`src/rtl/oled_pkg.sv`:
```
// Shared constants and types for the PmodOLEDrgb SPI stream decoder.
package oled_pkg;

  localparam int OLED_WIDTH  = 96;
  localparam int OLED_HEIGHT = 64;
  localparam int OLED_PIXELS = OLED_WIDTH * OLED_HEIGHT;

  localparam logic [7:0] CMD_SET_COL = 8'h15;
  localparam logic [7:0] CMD_SET_ROW = 8'h75;

  typedef struct packed {
    logic [4:0] r;
    logic [5:0] g;
    logic [4:0] b;
  } rgb565_t;

  // Column/row window commands restart the linear pixel address.
  function automatic logic is_addr_cmd(input logic [7:0] value);
    return (value == CMD_SET_COL) || (value == CMD_SET_ROW);
  endfunction

endpackage

```
`src/rtl/spi_edge_sync.sv`:
```
// Multi-stage synchroniser for the four SPI pins with per-line idle reset
// levels, plus rising-edge detection on sclk and cs.
module spi_edge_sync #(
  parameter int SYNC_STAGES = 2
) (
  input  logic clk,
  input  logic reset,
  input  logic cs,
  input  logic sdin,
  input  logic sclk,
  input  logic d_cn,
  output logic cs_sync,
  output logic sdin_sync,
  output logic d_cn_sync,
  output logic sclk_rise,
  output logic cs_rise
);

  // Bit order {d_cn, sclk, sdin, cs}; cs and sclk reset to their idle-high level.
  localparam logic [3:0] RESET_LEVEL = 4'b0101;

  logic [3:0] pin_bus;
  logic [3:0] sync_bus;
  logic       sclk_prev;
  logic       cs_prev;

  assign pin_bus = {d_cn, sclk, sdin, cs};

  for (genvar i = 0; i < 4; i++) begin : g_line
    logic [SYNC_STAGES-1:0] chain;

    always_ff @(posedge clk or posedge reset) begin
      if (reset) begin
        chain <= {SYNC_STAGES{RESET_LEVEL[i]}};
      end else begin
        chain <= {chain[SYNC_STAGES-2:0], pin_bus[i]};
      end
    end

    assign sync_bus[i] = chain[SYNC_STAGES-1];
  end

  always_ff @(posedge clk or posedge reset) begin
    if (reset) begin
      sclk_prev <= 1'b1;
      cs_prev   <= 1'b1;
    end else begin
      sclk_prev <= sync_bus[2];
      cs_prev   <= sync_bus[0];
    end
  end

  assign cs_sync   = sync_bus[0];
  assign sdin_sync = sync_bus[1];
  assign d_cn_sync = sync_bus[3];
  assign sclk_rise = sync_bus[2] & ~sclk_prev;
  assign cs_rise   = sync_bus[0] & ~cs_prev;

endmodule

```
`src/rtl/oled_spi_receiver.sv`:
```
// Rebuilds command bytes and indexed RGB565 pixel words from the OLED SPI stream.
// Define OLED_RX_ERR_CNT_EN to add the saturating err_count output.
module oled_spi_receiver
  import oled_pkg::*;
#(
  parameter int WIDTH       = OLED_WIDTH,
  parameter int HEIGHT      = OLED_HEIGHT,
  parameter int SYNC_STAGES = 2
) (
  input  logic        clk,
  input  logic        reset,
  input  logic        cs,
  input  logic        sdin,
  input  logic        sclk,
  input  logic        d_cn,
  output logic        cmd_valid,
  output logic [7:0]  cmd_byte,
  output logic        pixel_valid,
  output logic [15:0] pixel_data,
  output logic [12:0] pixel_index,
  output logic        byte_abort
`ifdef OLED_RX_ERR_CNT_EN
  ,
  output logic [7:0]  err_count
`endif
);

  localparam int          PIXELS     = WIDTH * HEIGHT;
  localparam logic [12:0] LAST_INDEX = 13'(PIXELS - 1);

  logic        cs_sync;
  logic        sdin_sync;
  logic        d_cn_sync;
  logic        sclk_rise;
  logic        cs_rise;

  logic [6:0]  shift_reg;
  logic [2:0]  bit_cnt;
  logic        pair_phase;
  logic [7:0]  high_byte;
  logic [12:0] index_cnt;
  rgb565_t     pixel_word;

  logic        shift_en;
  logic        byte_done;
  logic        cmd_done;
  logic        data_done;
  logic        abort_now;
  logic [7:0]  rx_byte;
  logic [2:0]  bit_cnt_shifted;
  logic [12:0] index_next;

  spi_edge_sync #(
    .SYNC_STAGES(SYNC_STAGES)
  ) u_sync (
    .clk       (clk),
    .reset     (reset),
    .cs        (cs),
    .sdin      (sdin),
    .sclk      (sclk),
    .d_cn      (d_cn),
    .cs_sync   (cs_sync),
    .sdin_sync (sdin_sync),
    .d_cn_sync (d_cn_sync),
    .sclk_rise (sclk_rise),
    .cs_rise   (cs_rise)
  );

  // An edge coinciding with cs rising still belongs to the frame being closed.
  assign shift_en        = sclk_rise & (~cs_sync | cs_rise);
  assign byte_done       = shift_en & (bit_cnt == 3'd7);
  assign cmd_done        = byte_done & ~d_cn_sync;
  assign data_done       = byte_done & d_cn_sync;
  assign rx_byte         = {shift_reg, sdin_sync};
  assign bit_cnt_shifted = shift_en ? bit_cnt + 3'd1 : bit_cnt;
  assign abort_now       = cs_rise & (bit_cnt_shifted != 3'd0);
  assign index_next      = (index_cnt == LAST_INDEX) ? 13'd0 : index_cnt + 13'd1;

  always_ff @(posedge clk or posedge reset) begin
    if (reset) begin
      shift_reg <= '0;
      bit_cnt   <= '0;
    end else begin
      if (shift_en) begin
        shift_reg <= rx_byte[6:0];
      end
      bit_cnt <= abort_now ? 3'd0 : bit_cnt_shifted;
    end
  end

  always_ff @(posedge clk or posedge reset) begin
    if (reset) begin
      cmd_valid   <= 1'b0;
      pixel_valid <= 1'b0;
      byte_abort  <= 1'b0;
    end else begin
      cmd_valid   <= cmd_done;
      pixel_valid <= data_done & pair_phase;
      byte_abort  <= abort_now;
    end
  end

  // Pair phase and index survive cs pauses; only commands and reset disturb them.
  always_ff @(posedge clk or posedge reset) begin
    if (reset) begin
      pair_phase  <= 1'b0;
      high_byte   <= '0;
      index_cnt   <= '0;
      cmd_byte    <= '0;
      pixel_word  <= '0;
      pixel_index <= '0;
    end else if (cmd_done) begin
      cmd_byte   <= rx_byte;
      pair_phase <= 1'b0;
      if (is_addr_cmd(rx_byte)) begin
        index_cnt <= '0;
      end
    end else if (data_done) begin
      if (!pair_phase) begin
        high_byte  <= rx_byte;
        pair_phase <= 1'b1;
      end else begin
        pixel_word  <= rgb565_t'({high_byte, rx_byte});
        pixel_index <= index_cnt;
        index_cnt   <= index_next;
        pair_phase  <= 1'b0;
      end
    end
  end

  assign pixel_data = pixel_word;

`ifdef OLED_RX_ERR_CNT_EN
  // Counts aborted bytes and commands that orphan a pending high byte.
  always_ff @(posedge clk or posedge reset) begin
    if (reset) begin
      err_count <= '0;
    end else if ((abort_now || (cmd_done && pair_phase)) && (err_count != 8'hFF)) begin
      err_count <= err_count + 8'd1;
    end
  end
`endif

endmodule
```
`config.mk`:
```
export PLATFORM = sky130hd
export DESIGN_NAME = oled_spi_receiver
export DESIGN_NICKNAME = d
export VERILOG_FILES = /design/src/rtl/oled_pkg.sv /design/src/rtl/spi_edge_sync.sv /design/src/rtl/oled_spi_receiver.sv
export SDC_FILE = /design/constraint.sdc
export NUM_CORES = 1
export LEC_CHECK = 0
export BUFFER_PORTS_ARGS = -buffer_cell sky130_fd_sc_hd__buf_2
export CAP_MARGIN = 20
export CORE_MARGIN = 1
export CORE_UTILIZATION = 61
export CTS_CLUSTER_DIAMETER = 60
export CTS_CLUSTER_SIZE = 14
export DETAILED_ROUTE_END_ITERATION = 6
export PLACE_DENSITY = 0.82
export SKIP_CTS_REPAIR_TIMING = 1
export SLEW_MARGIN = 30
export SYNTH_ARGS = -nofsm -noshare
export SYNTH_HDL_FRONTEND = slang
export SYNTH_SLANG_ARGS = --single-unit
```
`constraint.sdc`:
```
create_clock -name clk -period 7.2 [get_ports clk]
set_clock_uncertainty 0.2 [all_clocks]
set_input_delay 0.36 -clock clk [delete_from_list [all_inputs] [get_ports clk]]
set_output_delay 0.36 -clock clk [all_outputs]
set_load 0.005 [all_outputs]
```
### After elaboration in Yosys (flattened, before gate mapping)

Cells that the tools add are included.

| operators by class | value |
|---|---|
| add/sub/neg operators | 2 |
| equality and inequality tests | 5 |
| multiplexer cells | 10 |
| bitwise gates (word level) | 15 |
| reduce and logical (&&, ||, !) cells | 7 |

Operators with widths:

| kind | number |
|---|---|
| 2-to-1 mux 13 bit | 5 |
| adder 13 x 1 -> 13 bit (second input constant) | 1 |
| equality test 13 bit (second input constant) | 1 |
| AND reduction 3 bit | 3 |
| AND 1 bit | 8 |
| equality test 8 x 5 -> 1 bit (second input constant) | 1 |
| equality test 8 x 7 -> 1 bit (second input constant) | 1 |
| 2-to-1 mux 3 bit | 2 |
| NOT 1 bit | 6 |
| nonzero test 2 bit | 2 |
| adder 3 x 1 -> 3 bit (second input constant) | 1 |
| equality test 3 bit (second input constant) | 1 |
| 2-to-1 mux 1 bit | 3 |
| nonzero test 3 bit | 1 |
| inequality test 2 x 1 -> 1 bit (second input constant) | 1 |
| logical OR 1 bit | 1 |
| OR 1 bit | 1 |

| storage, ports and cells | value |
|---|---|
| register bits | 82 |
| bits of input ports | 6 |
| logic and storage cells | 58 |

### Logic depth before layout (Yosys ltp)

Gate-level depths: netlist of the first run.

| logic depth | value |
|---|---|
| depth in word-level cells | 8 |
| mapped depth | 10 |
| depth with buffers taken out | 7 |

### By module

A second synthesis of the first run with hierarchy kept.

| second synthesis, totals | value |
|---|---|
| cells, all modules | 295 |
| area, all modules | 3,353.2 µm² |

By module, submodules not included:

| module | instances | cells each | area an instance (µm²) | seq. area each (µm²) |
|---|---|---|---|---|
| oled_spi_receiver | 1 | 282 | 3,064.2 | 1,801.7 |
| spi_edge_sync | 1 | 13 | 289.0 | 257.7 |

### Least setup slack after synthesis of the first run

Ideal clock, no wire load.

| timing path | value |
|---|---|
| path kind | register -> register |
| start | reg bit_cnt[0] |
| end | reg high_byte[0] |
| library setup time | 0.125 ns |
| arrival time | 1.829 ns |
| required time | 6.875 ns |
| slack | 5.046 ns |
| cell stages (with the launch flop) | 7 |
| path buffers | 1 |
| clock period less this slack | 2.154 ns |
| path through | dfrtp_1 > ha_1 > ha_1 > or3b_4 > or3_1 > buf_6 > mux2_4 |

| between the ends | value |
|---|---|
| word-level cells in the longest chain between the ends | 5 |
| elaborated cells on any way between the ends | 6 |
| classes of those cells | eq/ne (1); bitwise (4); reduce/logical (1) |

Ends and longest elaborated chain:

| what | RTL line | text |
|---|---|---|
| from (decl) | oled_spi_receiver.sv:38 | `logic [2:0] bit_cnt;` |
| from (signal assigned) | oled_spi_receiver.sv:87 | `bit_cnt <= abort_now ? 3'd0 : bit_cnt_shifted;` |
| equality test 3 bit (*) | oled_spi_receiver.sv:71 | `assign byte_done = shift_en & (bit_cnt == 3'd7);` |
| AND 1 bit (*) | oled_spi_receiver.sv:71 |  |
| AND 1 bit | oled_spi_receiver.sv:72 | `assign cmd_done = byte_done & ~d_cn_sync;` |
| NOT 1 bit (no line) | -- |  |
| AND reduction 3 bit (no line) (*) | -- |  |
| to (signal assigned) | oled_spi_receiver.sv:120 | `high_byte <= rx_byte;` |
| to (decl) | oled_spi_receiver.sv:40 | `logic [7:0] high_byte;` |

Every way passes the cells marked *; elsewhere a longest branch is shown, timed or not.
A chain may end at the register's enable or synchronous reset.

### Final worst setup path of the first run

| timing path | value |
|---|---|
| start | reg bit_cnt[0] |
| end | reg index_cnt[4] |

| between the ends | value |
|---|---|
| word-level cells in the longest chain between the ends | 5 |
| elaborated cells on any way between the ends | 9 |
| classes of those cells | eq/ne (2); mux (1); bitwise (3); reduce/logical (3) |

Ends and longest elaborated chain:

| what | RTL line | text |
|---|---|---|
| equality test 3 bit (*) | oled_spi_receiver.sv:71 |  |
| AND 1 bit (*) | oled_spi_receiver.sv:71 |  |
| AND 1 bit, on equally long branches | oled_spi_receiver.sv:72, oled_spi_receiver.sv:73 |  |
| inequality test 2 x 1 -> 1 bit (no line) or nonzero test 2 bit (tied branches) | -- |  |
| AND reduction 3 bit (no line) | -- |  |
| to (signal assigned) | oled_spi_receiver.sv:125 | `index_cnt <= index_next;` |
| to (decl) | oled_spi_receiver.sv:41 | `logic [12:0] index_cnt;` |

Marked as above.

==> results of run 1 <==
layer usage:
layer	up-vias	part of all wire, %	wire (um)	global-route usage, %
met5	-	0	0	0
met4	0	2.2	142	14.8
met3	16	4.8	311	5.27
met2	70	48	3070	35.9
met1	1155	45	2910	32.8
li1	1146	-	-	-
per-stage QoR:
step	util, %	instances	hold slack (ns)
final	75.4	435	-0.0425
after global routing	75.4	435	0.0613
after CTS	74.5	431	-0.115
after detailed placement	69.4	415	0.137
after global placement	69.3	415	0.132
after floorplan	-	316	0.131
kinds of logic (layout without fill, tap and decap cells):
logic type      after synthesis  count (layout)  share of synthesized area (%)
simple gates                164             164                           22.1
flops                        82              82                           61.1
compound gates               25              25                           5.35
buf+inv                      22              71                           2.97
mux                          18              18                           6.80
fa+ha+maj                     3               3                           1.11
xor+xnor                      2               2                          0.520
power groups by stage:
stage               clock network (mW)  logic [mW]  registers, mW
finish                           0.437      0.0532          0.518
floorplan                            0      0.0420          0.514
global route                     0.458      0.0601          0.522
global placement                     0      0.0490          0.525
CTS                              0.442      0.0521          0.517
detailed placement                   0      0.0515          0.526
critical path, cell delays in order (launching register included):
cell and delay (ns):
dfrtp_1 0.40, ha_1 0.19, ha_1 0.18, nand3_1 0.08
or3_2 0.74, inv_2 0.57, a41oi_1 0.21, a31oi_1 0.20
cells in the final DEF (no fill, tap or decap), types with 2 or more instances in the layout:
master / synthesis / layout
mux2i_1: 3 / 3
ha_1: 3 / 3
and2_1: 3 / 3
a31oi_1: 7 / 7
inv_1: 5 / 3
nor3_1: 2 / 2
nand4_1: 2 / 2
a41oi_1: 2 / 2
nor4b_1: 3 / 3
and3_1: 5 / 5
mux2_4: 8 / 8
and4_1: 4 / 4
dfstp_2: 6 / 6
dfrtp_1: 76 / 76
bufinv_16: 0 / 4
a21o_1: 2 / 2
buf_2: 8 / 45
clkinv_2: 0 / 2
nor2_1: 7 / 6
nand3_1: 10 / 10
mux2_2: 7 / 7
or3_1: 3 / 2
a211o_1: 4 / 4
nand2_1: 115 / 115
o21ai_0: 5 / 5
xnor2_1: 2 / 2
clkbuf_8: 0 / 10
dlygate4sd3_1: 0 / 4
final cells by class:
type,instances,area (um^2)
inverters,5,20.0
well taps,70,87.6
flip-flops and latches,82,2060
clock buffers,11,141
fillers,367,1280
repair buffers,50,277
multi-input cells,212,1210
clock inverters,5,125
final timing paths:
kind / startpoint / endpoint / slack, ns / cells past startpoint
min reg2reg: u_sync.g_line[3].chain[0] / u_sync.g_line[3].chain[1] / 0.15 / 0
min in group clk: u_sync.g_line[3].chain[0] / u_sync.g_line[3].chain[1] / 0.15 / 0
min: reset / pixel_index[3] / -0.04 / 3
max in group asynchronous: reset / bit_cnt[2] / 6.34 / 3
max reg2reg: bit_cnt[0] / index_cnt[4] / 4.34 / 7
max: bit_cnt[0] / index_cnt[4] / 4.34 / 7
==> impl_metrics.py, run 1 <==
metrics = {
    "global_route": {
        "grt_start_max_net_pins": 83,
        "grt_pass1_vias": 2286,
        "track_usage_pct": 24.2,
        "grt.overflow.total": 0,
        "grt_pass1_wl_um": 10800,
        "antenna_found_initial": 0,
    },
    "floorplanning": {
        "die_w_um": 76.3,
        "boundaryPins": 46,
        "die_h_um": 76.3,
        "rows": 26,
        "fp.dieArea_um2": 5820,
        "initial_core_util_pct": 64.7,
        "core_um2": 5200,
    },
    "setup_path": {
        "worst-setup-path-type": "reg -> reg",
        "worstSetupStartpointType": "flip-flop",
        "end_kind": "flip-flop",
        "worstPathArrival_ns": 2.93,
        "critPathRequiredTime_ns": 7.28,
        "crit_fanout": 38,
    },
    "clock_network": {
        "insertion_delay_ns": 0.36,
        "htree_levels": 3,
        "numClockSinks": 82,
        "clock_path_buffers": 2,
        "cts_made_buffers": 9,
        "cts-root-buf": "clkbuf_8",
        "path_clk_slew_ns": 0.08,
        "tritoncts": "built",
    },
    "yosys": {
        "synthCells": 316,
        "ys_seq_area_share_pct": 61.1,
        "ys_seq_elements": 82,
        "synth_area_leader_cell": "dfrtp_1",
        "syn_avg_cell_area_um2": 10.7,
        "syn_area_um2": 3370,
        "synth_nets": 325,
        "synthTopCellsByArea": "dfrtp_1 (56%), nand2_1 (13%), dfstp_2 (4.7%)",
        "async_flop_share_pct": 100,
        "yosys_most_used_dff": "dfrtp_1",
        "synth-edff-count": 0,
        "ys_top_cells_by_count": "nand2_1 (115), dfrtp_1 (76), nand3_1 (10)",
        "synth_most_common_cell": "nand2_1",
        "ys_types": 42,
        "yosysWarnings": 0,
        "yosysTopAreaCellShare_pct": 56.5,
    },
    "run_status": {
        "status": "complete, but fails checks",
        "violations": "negative hold slack",
    },
    "cells_and_area": {
        "final_area_um2": 3920,
        "nets": 369,
        "layout-drive-gt1-share_pct": 24.1,
        "syn2layout_area_growth_pct": 16.5,
        "diodes": 0,
        "largest_reg_flops": 16,
    },
    "timing": {
        "fin_setup_tns_ns": 0,
        "finalCriticalPeriod_ns": 2.86,
        "hold_violations": 39,
        "fmax_ghz": 0.350,
        "final-setup-viol-count": 0,
        "grt_setup_unrepaired": "false",
        "setup_ws_ns": 4.34,
        "slew_violations": 0,
        "whs_ns": -0.0425,
        "worstMarginPinSlew_ns": 0.713,
        "fin_crit_sh_pct": 39.7,
        "slew_headroom_pct": 52.5,
    },
    "placement": {
        "pre_cts_ws_ns": 4.39,
        "dpl-instance-area_um2": 3610,
        "io_buffers": 45,
        "place_hpwl_um": 3920,
        "place_congestion": 0.796,
    },
    "routing": {
        "wl_per_cell_um": 14.8,
        "vias": 2387,
        "antenna_left": 0,
        "firstDrtPassIters": 4,
        "wirelength_um": 6440,
        "dr.first_iter.drc_count": 208,
        "drc": 0,
        "vias_per_cell": 5.49,
    },
    "power": {
        "seq_power_share_pct": 51.3,
        "max-vdd-ir-drop_mv": 0.207,
        "p_per_area_nw_per_um2": 257,
        "p_int_mw": 0.788,
        "combPwrFrac_pct": 5.3,
        "pwr-share-clk_pct": 43.4,
        "switching_share_pct": 21.8,
        "p_sw_mw": 0.220,
        "power_mw": 1.01,
        "leakage_nw": 2.18,
    },
    "job": {
        "drv_cap": 0,
    },
    "worst_hold_path": {
        "hp-class": "in -> async",
    },
}
(Power assumes the default switching activity.)
==> run 2, diff against run 1 <==
--- a/config.mk
+++ b/config.mk
@@ -8,11 +8,11 @@
 export BUFFER_PORTS_ARGS = -buffer_cell sky130_fd_sc_hd__buf_2
 export CAP_MARGIN = 20
 export CORE_MARGIN = 1
-export CORE_UTILIZATION = 61
+export CORE_UTILIZATION = 51
 export CTS_CLUSTER_DIAMETER = 60
 export CTS_CLUSTER_SIZE = 14
 export DETAILED_ROUTE_END_ITERATION = 6
-export PLACE_DENSITY = 0.82
+export PLACE_DENSITY = 0.73
 export SKIP_CTS_REPAIR_TIMING = 1
 export SLEW_MARGIN = 30
 export SYNTH_ARGS = -nofsm -noshare
==> constraint.sdc (replaced) <==
create_clock -name clk -period 2.5 [get_ports clk]
set_clock_uncertainty 0.2 [all_clocks]
set_input_delay 0.125 -clock clk [delete_from_list [all_inputs] [get_ports clk]]
set_output_delay 0.125 -clock clk [all_outputs]
set_load 0.005 [all_outputs]
==> impl_metrics.py, run 2 (synthesis gave the netlist of run 1 again) <==
metrics = {
    "timing": {
        "worstMarginPinSlew_ns": 0.632,
        "whs_ns": 0.153,
        "setup_ws_ns": 0.229,
        "fin_crit_sh_pct": 90.8,
        "fmax_ghz": 0.440,
        "hold_violations": 0,
        "grt_setup_unrepaired": "false",
        "final-setup-viol-count": 0,
        "slew_headroom_pct": 57.8,
        "slew_violations": 0,
        "finalCriticalPeriod_ns": 2.27,
        "fin_setup_tns_ns": 0,
    },
    "setup_path": {
        "worstSetupStartpointType": "flip-flop",
        "ff2ff_path_depth": 5,
        "rr_startpoint": "bit_cnt[0]",
        "slowest_stage": "or3b_4",
        "slowest_delay_ns": 0.42,
        "cp-startpoint": "bit_cnt[0]",
        "reg2reg_slack_ns": 0.23,
        "r2r-end": "index_cnt[7]",
        "worstPathCellList": "ha_1 > ha_1 > or3b_4 > or2_0 > a211o_1",
        "worst-setup-path-type": "reg -> reg",
        "endpoint": "index_cnt[7]",
        "end_kind": "flip-flop",
        "path_common_cell": "ha_1",
        "crit_fanout": 7,
        "critPathRequiredTime_ns": 2.53,
        "worstPathArrival_ns": 2.30,
    },
    "routing": {
        "antenna_left": 0,
        "wirelength_um": 6460,
        "drc": 0,
        "dr.first_iter.drc_count": 153,
        "vias": 2391,
        "vias_per_cell": 5.29,
        "firstDrtPassIters": 4,
        "wl_per_cell_um": 14.3,
    },
    "placement": {
        "pre_cts_ws_ns": 0.0773,
        "place_hpwl_um": 4330,
        "io_buffers": 45,
        "place_congestion": 0.872,
    },
    "clock_network": {
        "path_clk_slew_ns": 0.08,
        "tritoncts": "built",
        "htree_levels": 3,
        "insertion_delay_ns": 0.35,
        "cts-root-buf": "clkbuf_8",
        "cts_made_buffers": 9,
        "clock_path_buffers": 2,
        "numClockSinks": 82,
    },
    "global_route": {
        "grt_pass1_vias": 2300,
        "track_usage_pct": 20.4,
        "grt_start_max_net_pins": 48,
        "grt_pass1_wl_um": 11200,
        "grt.overflow.total": 0,
        "antenna_found_initial": 0,
    },
    "floorplanning": {
        "fp.dieArea_um2": 6930,
        "die_h_um": 83.3,
        "core_um2": 6350,
        "rows": 29,
        "boundaryPins": 46,
        "die_w_um": 83.3,
        "initial_core_util_pct": 53.0,
    },
    "worst_hold_path": {
        "hp-class": "reg -> reg",
        "hold_start": "u_sync.g_line[3].chain[0]",
    },
    "power": {
        "max-vdd-ir-drop_mv": 0.405,
        "p_per_area_nw_per_um2": 681,
        "leakage_nw": 2.22,
        "power_mw": 2.71,
    },
    "cells_and_area": {
        "layout_commonest_cell": "nand2_1",
        "final.fill_count": 515,
        "layout-drive-gt1-share_pct": 25.6,
        "syn2layout_area_growth_pct": 18.2,
        "nets": 379,
        "diodes": 0,
        "largest_reg_flops": 16,
        "final_cell_mix": "nand2_1 (115), dfrtp_1 (76), buf_2 (45)",
    },
    "run_status": {
        "status": "finished, final reports clean",
    },
    "job": {
        "drv_cap": 0,
    },
}
-- run 2: worst min-delay path by stage --
stage | end | slack (ns) | depth (start not counted)
after floorplan | u_sync.g_line[0].chain[0] | -0.07 | 0
after global placement | pixel_index[4] | 0.01 | 2
after detailed placement | pixel_index[4] | 0.03 | 2
after CTS | pixel_index[4] | -0.35 | 2
after global routing | u_sync.g_line[1].chain[1] | 0.16 | 0
final | u_sync.g_line[3].chain[1] | 0.15 | 0
-- run 2: cell type report --
type / instances / area [um^2] / area share [%]
inverters: 5 / 20.0 / 0.503
well taps: 77 / 96.3 / 2.42
flip-flops and latches: 82 / 2060 / 51.7
multi-input cells: 212 / 1210 / 30.5
clock inverters: 6 / 90.1 / 2.26
clock buffers: 10 / 138 / 3.46
repair buffers: 60 / 363 / 9.12
-- run 2: stage by stage --
step / area (um^2) / util, % / cells
6_report: 3980 / 62.7 / 452
3_5_place_dp: 3700 / 58.2 / 431
3_3_place_gp: 3700 / 58.2 / 431
2_1_floorplan: 3370 / - / 316
5_1_grt: 3980 / 62.7 / 452
4_1_cts: 3930 / 61.8 / 447
-- run 2: report_power, final --
part           total [mW]  internal (mW)  leakage, nW  switching [mW]
clock network        1.06          0.591        0.112           0.473
logic               0.157         0.0896         1.01          0.0670
registers            1.49           1.39         1.10          0.0971
total                2.71           2.07         2.22           0.637
-- run 2: critical path: cells and delay by family, from the launching register on --
family	cells	cell delay (ns)
simple gates	2	0.84
flops	1	0.41
compound gates	1	0.36
fa+ha+maj	2	0.35
-- run 2: routing by layer --
layer,wire (um),vias to the layer above,GRT usage [%]
li1,-,1169,-
met1,3110,1163,29.3
met2,2930,49,29.1
met3,309,10,5.37
met4,110,0,9.56
met5,0,-,0
